--- src/rtl/ram_march_tester_if.sv ---
// rtl/ram_march_tester_if.sv - RAM bank bus between the march tester and the cells
//
// Purpose : groups the shared RAM bank signals into one bundle.
// Signals : r_w      - 0 = write, 1 = read
//           addr_sel - one-hot cell select, all-zero when idle
//           d_in     - write data towards the RAM
//           d_out    - read data from the RAM (RAM updates it on negedge)
// Modports: master - the tester (drives r_w/addr_sel/d_in, reads d_out)
//           slave  - the RAM bank
interface ram_march_tester_if #(
    parameter int DEPTH = 4,
    parameter int W     = 4
);
    logic             r_w;
    logic [DEPTH-1:0] addr_sel;
    logic [W-1:0]     d_in;
    logic [W-1:0]     d_out;

    modport master (
        output r_w,
        output addr_sel,
        output d_in,
        input  d_out
    );

    modport slave (
        input  r_w,
        input  addr_sel,
        input  d_in,
        output d_out
    );
endinterface

--- src/rtl/ram_march_tester.sv ---
// rtl/ram_march_tester.sv - 4-phase march test initiator for a bank of 1xW RAM cells
//
// Purpose : on an accepted start, writes pat to every cell, reads it back,
//           writes ~pat to every cell, reads it back, and reports the result.
// Ports   : clk         - clock, all state changes on posedge
//           rst_n       - asynchronous active-low reset
//           start_i     - 1-cycle request, sampled only in IDLE or DONE
//           pat_i       - test pattern, captured on accepted start
//           ram         - RAM bank bus (master side)
//           busy_o      - high while a test phase is active
//           done_o      - high from completion until next accepted start
//           pass_o      - valid with done_o, 1 = no mismatches
//           err_cnt_o   - saturating mismatch count
//           fail_addr_o - address of the first mismatch, 0 if none
module ram_march_tester #(
    parameter int DEPTH = 4,
    parameter int AW    = 2,
    parameter int W     = 4,
    parameter int EW    = 4
) (
    input  logic                 clk,
    input  logic                 rst_n,
    input  logic                 start_i,
    input  logic [W-1:0]         pat_i,
    ram_march_tester_if.master   ram,
    output logic                 busy_o,
    output logic                 done_o,
    output logic                 pass_o,
    output logic [EW-1:0]        err_cnt_o,
    output logic [AW-1:0]        fail_addr_o
);

    localparam logic [2:0] S_IDLE = 3'd0;
    localparam logic [2:0] S_WR0  = 3'd1;
    localparam logic [2:0] S_RD0  = 3'd2;
    localparam logic [2:0] S_WR1  = 3'd3;
    localparam logic [2:0] S_RD1  = 3'd4;
    localparam logic [2:0] S_DONE = 3'd5;

    localparam logic [AW-1:0]    LAST_ADDR = AW'(DEPTH - 1);
    localparam logic [DEPTH-1:0] SEL_ONE   = DEPTH'(1);

    logic [2:0]    state_q,     state_d;
    logic [AW-1:0] addr_q,      addr_d;
    logic [W-1:0]  pat_q,       pat_d;
    logic [EW-1:0] err_q,       err_d;
    logic [AW-1:0] fail_addr_q, fail_addr_d;
    logic          pass_q,      pass_d;
    logic          done_q,      done_d;

    logic          is_wr;
    logic          is_rd;
    logic          inv_phase;
    logic          last_addr;
    logic          mismatch;
    logic [W-1:0]  exp_data;

    assign is_wr     = (state_q == S_WR0) || (state_q == S_WR1);
    assign is_rd     = (state_q == S_RD0) || (state_q == S_RD1);
    assign inv_phase = (state_q == S_WR1) || (state_q == S_RD1);
    assign last_addr = (addr_q == LAST_ADDR);
    // The same value serves as write data and as read-back expectation.
    assign exp_data  = inv_phase ? ~pat_q : pat_q;

    // Equality drives the "match" branch only when it is definitely true, so an
    // unknown D_OUT bit falls through to the mismatch branch in simulation.
    always_comb begin
        mismatch = 1'b0;
        if (is_rd) begin
            if (ram.d_out == exp_data) begin
                mismatch = 1'b0;
            end else begin
                mismatch = 1'b1;
            end
        end
    end

    always_comb begin
        state_d     = state_q;
        addr_d      = addr_q;
        pat_d       = pat_q;
        err_d       = err_q;
        fail_addr_d = fail_addr_q;
        pass_d      = pass_q;
        done_d      = done_q;

        case (state_q)
            S_IDLE, S_DONE: begin
                if (start_i) begin
                    state_d     = S_WR0;
                    addr_d      = '0;
                    pat_d       = pat_i;
                    err_d       = '0;
                    fail_addr_d = '0;
                    pass_d      = 1'b0;
                    done_d      = 1'b0;
                end
            end
            S_WR0, S_RD0, S_WR1, S_RD1: begin
                addr_d = last_addr ? '0 : addr_q + AW'(1);
                if (mismatch) begin
                    // The counter saturates, so a zero count still means
                    // "no mismatch seen yet" and marks the first failure.
                    if (err_q == '0) begin
                        fail_addr_d = addr_q;
                    end
                    if (!(&err_q)) begin
                        err_d = err_q + EW'(1);
                    end
                end
                if (last_addr) begin
                    case (state_q)
                        S_WR0:   state_d = S_RD0;
                        S_RD0:   state_d = S_WR1;
                        S_WR1:   state_d = S_RD1;
                        default: begin
                            state_d = S_DONE;
                            done_d  = 1'b1;
                            // Uses the count including this cycle's compare.
                            pass_d  = (err_d == '0);
                        end
                    endcase
                end
            end
            default: begin
                state_d = S_IDLE;
                addr_d  = '0;
            end
        endcase
    end

    always_ff @(posedge clk or negedge rst_n) begin
        if (!rst_n) begin
            state_q     <= S_IDLE;
            addr_q      <= '0;
            pat_q       <= '0;
            err_q       <= '0;
            fail_addr_q <= '0;
            pass_q      <= 1'b0;
            done_q      <= 1'b0;
        end else begin
            state_q     <= state_d;
            addr_q      <= addr_d;
            pat_q       <= pat_d;
            err_q       <= err_d;
            fail_addr_q <= fail_addr_d;
            pass_q      <= pass_d;
            done_q      <= done_d;
        end
    end

    // RAM strobes decode directly from registered state so that an
    // asynchronous reset parks the bus at once (read, no cell selected).
    assign ram.r_w      = ~is_wr;
    assign ram.addr_sel = (is_wr || is_rd) ? (SEL_ONE << addr_q) : '0;
    assign ram.d_in     = is_wr ? exp_data : '0;

    assign busy_o      = is_wr || is_rd;
    assign done_o      = done_q;
    assign pass_o      = pass_q;
    assign err_cnt_o   = err_q;
    assign fail_addr_o = fail_addr_q;

endmodule

--- src/flat_wrapper.sv ---
// flat-port wrapper written by rule: the top's interface ports become plain ports
module ram_march_tester_flat 
#(
    parameter int DEPTH = 4,
    parameter int AW    = 2,
    parameter int W     = 4,
    parameter int EW    = 4
)
  (clk, rst_n, start_i, pat_i, busy_o, done_o, pass_o, err_cnt_o, fail_addr_o, ram_r_w, ram_addr_sel, ram_d_in, ram_d_out);
  ram_march_tester_if #(.DEPTH(DEPTH), .W(W)) ram_i ();
  input  logic clk;
  input  logic rst_n;
  input  logic start_i;
  input  logic [W-1:0] pat_i;
  output logic busy_o;
  output logic done_o;
  output logic pass_o;
  output logic [EW-1:0] err_cnt_o;
  output logic [AW-1:0] fail_addr_o;
  output wire logic [$bits(ram_i.r_w)-1:0] ram_r_w;
  output wire logic [$bits(ram_i.addr_sel)-1:0] ram_addr_sel;
  output wire logic [$bits(ram_i.d_in)-1:0] ram_d_in;
  input wire logic [$bits(ram_i.d_out)-1:0] ram_d_out;
  assign ram_r_w = ram_i.r_w;
  assign ram_addr_sel = ram_i.addr_sel;
  assign ram_d_in = ram_i.d_in;
  assign ram_i.d_out = ram_d_out;
  ram_march_tester #(.DEPTH(DEPTH), .AW(AW), .W(W), .EW(EW)) u_core (.clk(clk), .rst_n(rst_n), .start_i(start_i), .pat_i(pat_i), .ram(ram_i), .busy_o(busy_o), .done_o(done_o), .pass_o(pass_o), .err_cnt_o(err_cnt_o), .fail_addr_o(fail_addr_o));
endmodule
--- config.mk ---
export PLATFORM = sky130hd
export DESIGN_NAME = ram_march_tester_flat
export DESIGN_NICKNAME = d
export VERILOG_FILES = /design/src/rtl/ram_march_tester_if.sv /design/src/rtl/ram_march_tester.sv /design/src/flat_wrapper.sv
export SDC_FILE = /design/constraint.sdc
export NUM_CORES = 1
export LEC_CHECK = 0
export ABC_AREA = 1
export BUFFER_PORTS_ARGS = -buffer_cell sky130_fd_sc_hd__buf_2
export CAP_MARGIN = 20
export CORE_MARGIN = 8
export CORE_UTILIZATION = 30
export DETAILED_ROUTE_END_ITERATION = 10
export PLACE_DENSITY = 0.6
export SETUP_SLACK_MARGIN = 0.4
export SLEW_MARGIN = 10
export SYNTH_ARGS = -nofsm -noshare
export SYNTH_HDL_FRONTEND = slang
export SYNTH_SLANG_ARGS = --single-unit
--- constraint.sdc ---
create_clock -name clk -period 4.7 [get_ports clk]
set_clock_uncertainty 0.15 [all_clocks]
set_input_delay 0.235 -clock clk [delete_from_list [all_inputs] [get_ports clk]]
set_output_delay 0.235 -clock clk [all_outputs]
set_load 0.02 [all_outputs]
Word-level counts from Yosys, hierarchy flattened
Index checks and enable logic that the tools add are counted.
{ "totals": {"regBits": 17, "in_bits": 11, "output_inout_bits": 18, "elab_cells": 68} }
{ "op_classes": {"add_sub_neg": 2, "eq_ne": 12, "shifts": 1, "muxes": 27, "n_bitwise": 2, "reduce_logical": 17} }
{ "ops": {"columns": ["cell", "count"], "rows": [
  ["$mux 4", 7],
  ["$reduce_and 4->1", 3],
  ["$pmux 3 s3", 1],
  ["$logic_not 4->1", 2],
  ["$mux 2", 4],
  ["$pmux 2 s2", 2],
  ["$pmux 4 s2", 1],
  ["$mux 1", 7],
  ["$eq 3x2->1 const B", 2],
  ["$eq 3x3->1 const B", 2],
  ["$mux 3", 2],
  ["$ne 2x1->1 const B", 3],
  ["$pmux 3 s2", 1],
  ["$reduce_and 2->1", 3],
  ["$add 4x1->4 const B", 1],
  ["$eq 4x4->1", 1],
  ["$logic_or 1x1->1", 4],
  ["$ne 2x2->1 const B", 2],
  ["$not 4->4", 1],
  ["$pmux 1 s2", 2],
  ["$reduce_or 4->1", 1],
  ["$shl 1x2->4 const A", 1],
  ["$eq 3x1->1 const B", 1],
  ["$logic_not 3->1", 1],
  ["6 further kinds", 6]
]} }

Longest topological paths before layout
{ "depth": {"word_depth": 12, "depth_mapped": 16, "mapped_depth_nobuf": 16} }

Least setup slack after synthesis
Ideal clock, no wire load.
{ "synth_path": {"path_kind": "register -> register", "startpoint": "register u_core.state_q[0]", "endpoint": "register u_core.pass_q (netlist: u_core.pass_o)", "setup_time_ps": 65, "t_arrival_ps": 1652, "required_ps": 4485, "slack_ps": 2833, "stages_incl_launch_ff": 14, "n_path_buf": 0, "period_less_slack_ps": 1867, "cell_sequence": "dfrtp_1 inv_1 nor2_1 inv_2 nand2_2 nand2_1 nand2_1 nor3_1 nand2_1 inv_1 nand3_1 nor2_1 nand2_1 nand2_1"} }
{ "synth_between": {"elab_chain_cells": 12, "elab_cells_between_ends": 26, "cone_classes": "eq/ne: 9; mux: 8; reduce/logical: 9"} }
{ "synth_lines": {"columns": ["item", "line_no", "source"], "rows": [
  ["start, declared", "ram_march_tester.sv:43", "logic [2:0] state_q, state_d;"],
  ["start signal, assigned", "ram_march_tester.sv:142", "state_q <= state_d;"],
  ["$eq 3x2->1 / $eq 3x3->1 (equally long branches)", null, null],
  ["$logic_or 1x1->1", "ram_march_tester.sv:60", "assign inv_phase = (state_q == S_WR1) || (state_q == S_RD1);"],
  ["$mux 4", "ram_march_tester.sv:63", "assign exp_data = inv_phase ? ~pat_q : pat_q;"],
  ["$eq 4x4->1", "ram_march_tester.sv:70", "if (ram.d_out == exp_data) begin"],
  ["$mux 1", "ram_march_tester.sv:70", null],
  ["$mux 1", "ram_march_tester.sv:69", "if (is_rd) begin"],
  ["$mux 4", "ram_march_tester.sv:101", "if (mismatch) begin"],
  ["$mux 4", "ram_march_tester.sv:87", "case (state_q)"],
  ["$logic_not 4->1", "ram_march_tester.sv:120", "pass_d = (err_d == '0);"],
  ["$mux 1", "ram_march_tester.sv:112", "case (state_q)"],
  ["$mux 1", "ram_march_tester.sv:111", "if (last_addr) begin"],
  ["$pmux 1 s2", "ram_march_tester.sv:87", null],
  ["end signal, assigned", "ram_march_tester.sv:147", "pass_q <= pass_d;"],
  ["end, declared", "ram_march_tester.sv:48", "logic pass_q, pass_d;"]
]} }
Several ways; a longest one is shown, not always the timed one. The select of a mux whose other input is x is not followed.
A chain may end at the register's enable or synchronous reset.

Worst setup path after layout
{ "layout_path": {"startpoint": "register u_core.state_q[0]", "endpoint": "output port ram_addr_sel[2]"} }
{ "layout_between": {"elab_chain_cells": 4, "elab_cells_between_ends": 8, "cone_classes": "eq/ne: 4; mux: 1; reduce/logical: 3"} }
{ "layout_lines": {"columns": ["item", "line_no", "source"], "rows": [
  ["$eq 3x1->1 (tied with other cells)", "ram_march_tester.sv:58", "assign is_wr = (state_q == S_WR0) || (state_q == S_WR1);"],
  ["$logic_or 1x1->1 (on tied branches)", "ram_march_tester.sv:58, ram_march_tester.sv:59", null],
  ["$logic_or 1x1->1 *", "ram_march_tester.sv:155", "assign ram.addr_sel = (is_wr || is_rd) ? (SEL_ONE << addr_q) : '0;"],
  ["$mux 4 *", "ram_march_tester.sv:155", null],
  ["end, declared", "flat_wrapper.sv:21", "output wire logic [$bits(ram_i.addr_sel)-1:0] ram_addr_sel;"]
]} }
Mark *: on every way between the ends. The rest lies on a longest branch, timed or not.

==> impl_metrics.env <==
export IMPL_syn_nets=187
export IMPL_worst_path_buf_inv=4
export IMPL_start_util=0.315
export IMPL_async_reset_ff_frac=1.00
export IMPL_preCtsSetupSlack_ns=2.70
export IMPL_max_cap_violations=0
export IMPL_die_y_um=78.3
export IMPL_fillCellCount=419
export IMPL_synth_area_um2=1160
export IMPL_required_ns=4.32
export IMPL_wire_per_inst_um=10.8
export IMPL_final_util=0.385
export IMPL_final_cell_area_um2=1420
export IMPL_grt_pass1_vias=1050
export IMPL_antenna_left=0
export IMPL_p_sw_frac=0.540
export IMPL_final_common_cell="nand2_1"
export IMPL_layout_drive_gt1_share=0.222
export IMPL_htreeDepth=1
export IMPL_synthXorXnorAreaFrac=0.0151
export IMPL_finalSetupViolations=0
export IMPL_max_stage_delay_ns=0.39
export IMPL_antenna_found_initial=0
export IMPL_crit_fanout=9
export IMPL_hold_buffers=1
export IMPL_vias=1121
export IMPL_area_delta_synth_final_pct=21.9
export IMPL_relSlewSlack=0.728
export IMPL_fin_crit_sh=0.428
export IMPL_vdd_drop_max_mv=0.248
export IMPL_grt_first_pass_wirelength_um=4750
export IMPL_synth_ff_type="dfrtp_1"
export IMPL_cts_sinks=17
export IMPL_cp_cell_sequence="inv_1 -> nor2_1 -> inv_2 -> nand2_2 -> inv_1 -> nor2_1 -> buf_2"
export IMPL_critPathSlowestCell="dfrtp_1"
export IMPL_grt_use_total=0.0951
export IMPL_p_int_w=0.000491
export IMPL_synth_mux_area_frac=0
export IMPL_dr_pass1_iters=4
export IMPL_holdPathStages=3
export IMPL_cts_root_buffer="clkbuf_8"
export IMPL_cts_tree="built"
export IMPL_hold_class="in -> reg"
export IMPL_io_pins=29
export IMPL_dieArea_um2=6130
export IMPL_p_total_w=0.00107
export IMPL_synth_top_family_by_area="simple AND/OR/NAND/NOR gates"
export IMPL_hold_viol_final=0
export IMPL_core_um2=3690
export IMPL_clk_latency_ns=0.26
export IMPL_setup_tns_final_ns=0
export IMPL_synthCells=170
export IMPL_syn_avg_cell_area_um2=6.84
export IMPL_grt_max_degree=18
export IMPL_p_switching_w=0.000575
export IMPL_numCtsBuffers=3
export IMPL_p_per_area_nw_per_um2=752
export IMPL_route_final_wire_length_um=2720
export IMPL_clk_pin_slew_ns=0.06
export IMPL_yosysTopAreaCellShare=0.366
export IMPL_drt_initial_drc_count=34
export IMPL_ctsResizeCount=0
export IMPL_grt_overflow=0
export IMPL_critPathArrivalTime_ns=1.63
export IMPL_placed_area_um2=1360
export IMPL_cp_top_family="buffers and inverters"
export IMPL_startpoint_type="flip-flop"
export IMPL_avgViaCountPerCell=4.47
export IMPL_gp_congestion=0.815
export IMPL_rsz0062_at_grt="false"
export IMPL_yosys_area_share_adder=0.0645
export IMPL_dieWidth_um=78.3
export IMPL_ys_ff_latch=17
export IMPL_synth_top_cells_by_area="dfrtp_1 37%, nand2_1 16%, inv_1 7.1%"
export IMPL_cts_max_path_buffers=2
export IMPL_io_buffers=28
export IMPL_drc=0
export IMPL_post_synth_num_cell_types=19
export IMPL_nNetsFinal=221
export IMPL_num_rows=22
export IMPL_p_leak_nw=0.819
export IMPL_setup_slack_ns=2.69
export IMPL_final_cell_mix="50 x nand2_1, 28 x buf_2, 22 x inv_1"
export IMPL_power_frac_clock=0.105
export IMPL_p_comb_frac=0.648
export IMPL_seqPwrFrac=0.247
export IMPL_ys_seq_area_frac=0.366
export IMPL_dp_hpwl_um=2210
export IMPL_cp_end_kind="primary output"
export IMPL_finalMaxSlewViolations=0
export IMPL_synth_compound_area_frac=0.0796
export IMPL_status="completed"
export IMPL_synth_simple_area_share=0.391
export IMPL_synth_edf_count=0
export IMPL_crit_type="reg -> out"
export IMPL_num_antenna_cells=0
export IMPL_cts_setup_buffers=0
export IMPL_crit_cells=7
export IMPL_timing_final_crit_period_ns=2.01
export IMPL_tightest_slew_ns=0.407
export IMPL_synth_top_area_cell="dfrtp_1"
export IMPL_ff2ff_path_depth=15
export IMPL_clock_fmax_mhz=497
export IMPL_synth_warnings=0
## per-stage QoR
| stage | hold WS [ns] | cells |
|---|---|---|
| 2_1_floorplan | -0.211 | 170 |
| 6_report | 0.0695 | 251 |
| 3_5_place_dp | 0.0435 | 246 |
| 3_3_place_gp | 0.0385 | 246 |
| 4_1_cts | 0.0676 | 251 |
| 5_1_grt | 0.0817 | 251 |
## metal layers
layer,wire length (um),track usage,vias to the layer above
met4,73,0.0611,0
met2,1280,0.152,18
met3,86,0.0171,5
li1,-,-,599
met1,1290,0.115,499
met5,0,0,-
## cell families (layout without fill, tap and decap cells)
family | Yosys count | count (layout)
AO/OA/AOI/OAI | 17 | 17
adder cells (fa/ha/maj) | 6 | 6
buffers and inverters | 26 | 59
flip-flops | 17 | 17
XOR/XNOR | 2 | 2
AND/OR/NAND/NOR | 102 | 102
## tightest hold or removal path, cell delays in order
cell,delay [ns]
buf_2,0.07
nor2_1,0.03
a21oi_1,0.09
## cells in the mapped netlist, drive strengths merged, types with 2 or more instances
cell and count:
a21oi 6, dfrtp 17, ha 6, inv 26
nand2 57, nand3 16, nand3b 4, nor2 23
o21ai 9, xor2 2
## flip-flops by register name, indices dropped and copies added, names as in the netlist
| register | count |
|---|---|
| u_core.pat_q | 4 |
| u_core.state_q | 3 |
| u_core.pass_o | 1 |
| u_core.fail_addr_o | 2 |
| u_core.done_o | 1 |
| u_core.addr_q | 2 |
| u_core.err_cnt_o | 4 |
## path summary, 6_finish.rpt
kind | from | end | slack, ns
min reg2reg | u_core.fail_addr_o[1]$_DFFE_PN0P_ | u_core.fail_addr_o[1]$_DFFE_PN0P_ | 0.32
max | u_core.state_q[0]$_DFFE_PN0P_ | ram_addr_sel[2] | 2.69
min in group asynchronous | rst_n | u_core.addr_q[1]$_DFFE_PN0P_ | 0.29
min | pat_i[1] | u_core.pat_q[1]$_DFFE_PN0P_ | 0.07
max in group asynchronous | rst_n | u_core.pass_o$_DFFE_PN0P_ | 3.82
max reg2reg | u_core.state_q[1]$_DFFE_PN0P_ | u_core.pass_o$_DFFE_PN0P_ | 2.70
## layout make-up
type,count,area (um^2),share of cell area
Clock buffer,4,45.0,0.0317
Inverter,26,97.6,0.0688
Tap cell,48,60.1,0.0423
Timing Repair Buffer,29,150,0.106
Sequential cell,17,425,0.300
Multi-Input combinational cell,127,641,0.451
## power groups by stage
| stage | combinational [W] | clock [W] | sequential (W) |
|---|---|---|---|
| final | 0.000691 | 0.000112 | 0.000264 |
| after global routing | 0.000795 | 0.000125 | 0.000275 |
| after CTS | 0.000702 | 0.000115 | 0.000264 |
| after detailed placement | 0.000699 | 0 | 0.000267 |
| after global placement | 0.000703 | 0 | 0.000266 |
| after floorplan | 0.000496 | 0 | 0.000286 |
No activity file was read; power rests on OpenSTA's default activity.
